===== src/rtl/serdes_lane_arbiter.sv =====
// Two-requester round-robin arbiter feeding a single serial TX lane.
// Each frame is start, id, data (LSB first), even parity over id+data, stop.
module serdes_lane_arbiter #(
  parameter int unsigned DATA_W       = 8,
  parameter int unsigned CLKS_PER_BIT = 4,
  parameter int unsigned STOP_BITS    = 1
) (
  input  logic              clk_i,
  input  logic              rst_ni,
  input  logic              req0_valid_i,
  input  logic [DATA_W-1:0] req0_data_i,
  output logic              req0_ready_o,
  input  logic              req1_valid_i,
  input  logic [DATA_W-1:0] req1_data_i,
  output logic              req1_ready_o,
  output logic              ser_out_o,
  output logic              busy_o,
  output logic              grant_id_o,
  output logic              frame_done_o
);

  localparam int unsigned BaudW   = (CLKS_PER_BIT > 1) ? $clog2(CLKS_PER_BIT) : 1;
  localparam int unsigned MaxBits = (DATA_W > STOP_BITS) ? DATA_W : STOP_BITS;
  localparam int unsigned CntW    = (MaxBits > 1) ? $clog2(MaxBits) : 1;

  typedef enum logic [2:0] {StIdle, StStart, StId, StData, StParity, StStop} state_e;

  state_e              state_q, state_d;
  logic [BaudW-1:0]    baud_q, baud_d;
  logic [CntW-1:0]     bit_q, bit_d;
  logic [DATA_W-1:0]   shreg_q, shreg_d;
  logic                par_q, par_d;
  logic                grant_q, grant_d;
  logic                last_q, last_d;
  logic                ser_q, ser_d;
  logic                busy_q, busy_d;

  logic idle, pick1, accept, baud_last;
  logic [DATA_W-1:0] win_data;

  // last_q holds the id granted most recently; reset value 1 makes req0 win first.
  assign idle         = (state_q == StIdle);
  assign pick1        = (req0_valid_i & req1_valid_i) ? ~last_q : req1_valid_i;
  assign req0_ready_o = rst_ni & idle & req0_valid_i & ~pick1;
  assign req1_ready_o = rst_ni & idle & req1_valid_i & pick1;
  assign accept       = req0_ready_o | req1_ready_o;
  assign win_data     = pick1 ? req1_data_i : req0_data_i;

  assign baud_last    = (baud_q == BaudW'(CLKS_PER_BIT - 1));
  assign frame_done_o = (state_q == StStop) & baud_last & (bit_q == CntW'(STOP_BITS - 1));

  assign ser_out_o    = ser_q;
  assign busy_o       = busy_q;
  assign grant_id_o   = grant_q;

  always_comb begin
    state_d = state_q;
    baud_d  = baud_q;
    bit_d   = bit_q;
    shreg_d = shreg_q;
    par_d   = par_q;
    grant_d = grant_q;
    last_d  = last_q;

    if (idle) begin
      if (accept) begin
        state_d = StStart;
        baud_d  = '0;
        bit_d   = '0;
        shreg_d = win_data;
        par_d   = pick1 ^ (^win_data);
        grant_d = pick1;
        last_d  = pick1;
      end
    end else if (!baud_last) begin
      baud_d = baud_q + BaudW'(1);
    end else begin
      baud_d = '0;
      unique case (state_q)
        StStart: state_d = StId;
        StId: begin
          state_d = StData;
          bit_d   = '0;
        end
        StData: begin
          shreg_d = shreg_q >> 1;
          if (bit_q == CntW'(DATA_W - 1)) begin
            state_d = StParity;
            bit_d   = '0;
          end else begin
            bit_d = bit_q + CntW'(1);
          end
        end
        StParity: begin
          state_d = StStop;
          bit_d   = '0;
        end
        StStop: begin
          if (bit_q == CntW'(STOP_BITS - 1)) begin
            state_d = StIdle;
          end else begin
            bit_d = bit_q + CntW'(1);
          end
        end
        default: state_d = StIdle;
      endcase
    end
  end

  // Lane level is decoded from the next state so ser_out is a clean register output.
  always_comb begin
    ser_d  = 1'b1;
    busy_d = (state_d != StIdle);
    unique case (state_d)
      StIdle:   ser_d = 1'b1;
      StStart:  ser_d = 1'b0;
      StId:     ser_d = grant_d;
      StData:   ser_d = shreg_d[0];
      StParity: ser_d = par_d;
      StStop:   ser_d = 1'b1;
      default:  ser_d = 1'b1;
    endcase
  end

  always_ff @(posedge clk_i or negedge rst_ni) begin
    if (!rst_ni) begin
      state_q <= StIdle;
      baud_q  <= '0;
      bit_q   <= '0;
      shreg_q <= '0;
      par_q   <= 1'b0;
      grant_q <= 1'b0;
      last_q  <= 1'b1;
      ser_q   <= 1'b1;
      busy_q  <= 1'b0;
    end else begin
      state_q <= state_d;
      baud_q  <= baud_d;
      bit_q   <= bit_d;
      shreg_q <= shreg_d;
      par_q   <= par_d;
      grant_q <= grant_d;
      last_q  <= last_d;
      ser_q   <= ser_d;
      busy_q  <= busy_d;
    end
  end

endmodule


===== config.mk =====
export PLATFORM = sky130hd
export DESIGN_NAME = serdes_lane_arbiter
export DESIGN_NICKNAME = d
export VERILOG_FILES = /design/src/rtl/serdes_lane_arbiter.sv
export SDC_FILE = /design/constraint.sdc
export NUM_CORES = 1
export LEC_CHECK = 0
export CORE_UTILIZATION = 40
export CTS_CLUSTER_DIAMETER = 80
export CTS_CLUSTER_SIZE = 12
export DETAILED_ROUTE_END_ITERATION = 8
export PLACE_DENSITY = 0.74
export REMOVE_ABC_BUFFERS = 1
export SYNTH_ARGS = -nofsm -noshare
export SYNTH_HDL_FRONTEND = slang
export SYNTH_SLANG_ARGS = --single-unit

===== constraint.sdc =====
create_clock -name clk_i -period 1.87 [get_ports clk_i]
set_input_delay 0.187 -clock clk_i [delete_from_list [all_inputs] [get_ports clk_i]]
set_output_delay 0.187 -clock clk_i [all_outputs]
set_load 0.1 [all_outputs]

==> metrics <==
core area=3130 um2; Final Max Tran Viols=0; number of cell rows=20; Final Hold Fails=0; final setup vio count=3; top cells by count, synth=22 x nand2_1, 19 x dfrtp_1, 12 x xnor2_1, 11 x a21oi_1, 7 x o21ai_0; Finished Layout Cells=247; TNS Setup=-0.294 ns; post-detail-place hpwl=2760 um; Die Y=59.9 um; chip width=59.9 um; Worst Path Arrival=2.24 ns; largest cells by area after synthesis=dfrtp_1 35%, xnor2_1 7.8%, nand2_1 6.2%; total die area=3590 um2; LEAKAGE=0.902 nW; register area share after synthesis=0.393; largest family of logic cells by synthesized area=compound AO/OA/AOI/OAI gates; root buf cell=clkbuf_4; ys flop type=dfrtp_1; Synth area leader=dfrtp_1; status=complete, but fails checks; MaxCap Viol Count=0; Final Cycle Share=1.07; Crit Path Max Fanout=3; Post-Synthesis Cells=145; post-synthesis adder-cell area fraction=0.0373; initial antenna violation count=0; fin nets=228; Mean Syn Cell Area=9.26 um2; H-tree Lvls=1; fraction of synthesized cell area in xor and xnor cells=0.0848; Seq cells post-synth=21; share of layout cells above drive strength 1=0.350; Hold WC Path Type=primary input to async pin; CTS tree=yes; crit path time final=2.00 ns; relative slew slack=0.770; mux cell area share after synthesis=0.0447; Placement Setup Slack=-0.150 ns; clock-pin slew on the worst setup and hold paths=0.12 ns; drc violations=0; dpl cells=229; Worst-Margin Slew=0.344 ns; synthesized area=1340 um2; GRT overflow=0; Distinct cells, synth=38; final setup margin=-0.132 ns; WHS=0.188 ns; critical path type=flip-flop to flip-flop; RSZ-0062 raised after global routing=yes; CTS Buf Count=3; vias=1336; EDFF count, synth=0; first-pass GRT wire length=6360 um; Max Freq=500 MHz; worst skew pair latency=0.30 ns; vias per cell=5.41; Diodes inserted=0; Port Buffers=25; CTS sink cnt=21; Async SR Flop Fraction=1.00; drt wl/cell=16.7 um; Setup Skew=0.00401 ns; # hold bufs at CTS=0; Power Dens Cells=687 nW/um2; Worst EP required=2.11 ns; Post-Synth Simple-Gate Area=0.181; Peak VDD IR=481 uV; largest net degree at the start of global routing=16; Total GRT Usage=0.244; gpl congestion=0.825; DRT Pass-1 Iters=4; Routed WL=4120 um; P&R area growth vs syn=54.4%; Synth top area share=0.354; Worst Setup End Kind=flip-flop; # IOs=26; failing checks=negative setup slack; Synthesis Warnings=0; Compound-Gate Fraction of Synth Area=0.218; most frequent cell after synthesis=nand2_1; Initial Utilization=0.429; CP startpoint kind=flip-flop; maximum buffer depth of the clock tree=2; post-route ant nets=0; Iter 0 DRT Violations=69; vias in the first global route=1425
==> routing by layer <==
layer	track usage	up-vias	wire length, um
met3	0.0498	14	171
met5	0	-	0
met4	0.110	0	97
li1	-	638	-
met2	0.449	46	2120
met1	0.266	638	1730
==> power by group <==
group          leakage (nW)  internal [W]  switching, W
Clock                0.0150     0.0000831      0.000135
Sequential            0.261      0.000522     0.0000422
Combinational         0.626      0.000302      0.000339
==> logic make-up after synthesis <==
logic type | Yosys count
AOI/OAI and AO/OA | 41
xor gates and xnor gates | 13
adders and majority gates | 4
buffers and inverters | 13
DFF | 21
muxes | 6
and+or+nand+nor | 47
==> registers in the layout, indices dropped and copies added, names as in the netlist <==
register / cells
grant_id_o: 1
bit_q: 3
shreg_q: 8
last_q: 1
baud_q: 2
ser_out_o: 1
busy_o: 1
par_q: 1
state_q: 3
==> timing repair <==
item                       CTS  global route
resized for setup           17            15
gates cloned                 0             0
setup endpoints to repair    6             6
buffers inserted             7             9
pin swaps                    7             8
==> layout by cell type, fill, tap and decap left out, drive strengths merged, types with 2 or more instances in the layout <==
master,instances
clkdlybuf4s50,19
a221oi,2
a21oi,11
mux2i,6
xnor2,12
a21o,2
inv,6
nand2b,3
ha,4
buf,42
nor2,5
nor3,3
o21ai,8
a31oi,2
nand3,3
a221o,6
nor2b,3
and4b,2
o31ai,2
dfrtp,19
dfstp,2
clkbuf,4
nand2,22
==> cell type report <==
| class | count | area [um2] |
|---|---|---|
| inverter | 6 | 22.5 |
| tap | 44 | 55.1 |
| multi-input combinational | 111 | 881 |
| timing repair buffer | 61 | 558 |
| clock buffer | 4 | 26.3 |
| fill | 232 | 1050 |
| sequential | 21 | 531 |
==> critical path: stages (launching register included) <==
cell       delay (ns)
dfrtp_1          0.42
inv_1            0.07
ha_2             0.19
nand3b_1         0.16
buf_4            0.20
a221oi_4         0.31
buf_4            0.17
nor2_1           0.05
mux2i_2          0.17
a2bb2oi_2        0.17
==> stage by stage <==
step / total power (W) / instance area [um2] / utilization
floorplan: 0.000879 / 1310 / -
global placement: 0.00107 / 1820 / 0.580
detailed placement: 0.00109 / 1820 / 0.580
CTS: 0.00134 / 1960 / 0.626
global route: 0.00149 / 2070 / 0.663
finish: 0.00142 / 2070 / 0.663
==> worst paths after layout <==
| path | startpoint | to | slack, ns | cells past startpoint |
|---|---|---|---|---|
| worst max register to register | bit_q[0]$_DFFE_PN0P_ | ser_out_o$_DFF_PN1_ | -0.13 | 9 |
| max in group asynchronous | rst_ni | ser_out_o$_DFF_PN1_ | 1.20 | 3 |
| min in group clk_i | shreg_q[1]$_DFFE_PN0P_ | shreg_q[1]$_DFFE_PN0P_ | 0.53 | 1 |
| worst min register to register | shreg_q[1]$_DFFE_PN0P_ | shreg_q[1]$_DFFE_PN0P_ | 0.53 | 1 |
| worst min-delay path | rst_ni | bit_q[2]$_DFFE_PN0P_ | 0.19 | 2 |
| worst max-delay path | bit_q[0]$_DFFE_PN0P_ | ser_out_o$_DFF_PN1_ | -0.13 | 9 |
(Power assumes the default switching activity.)
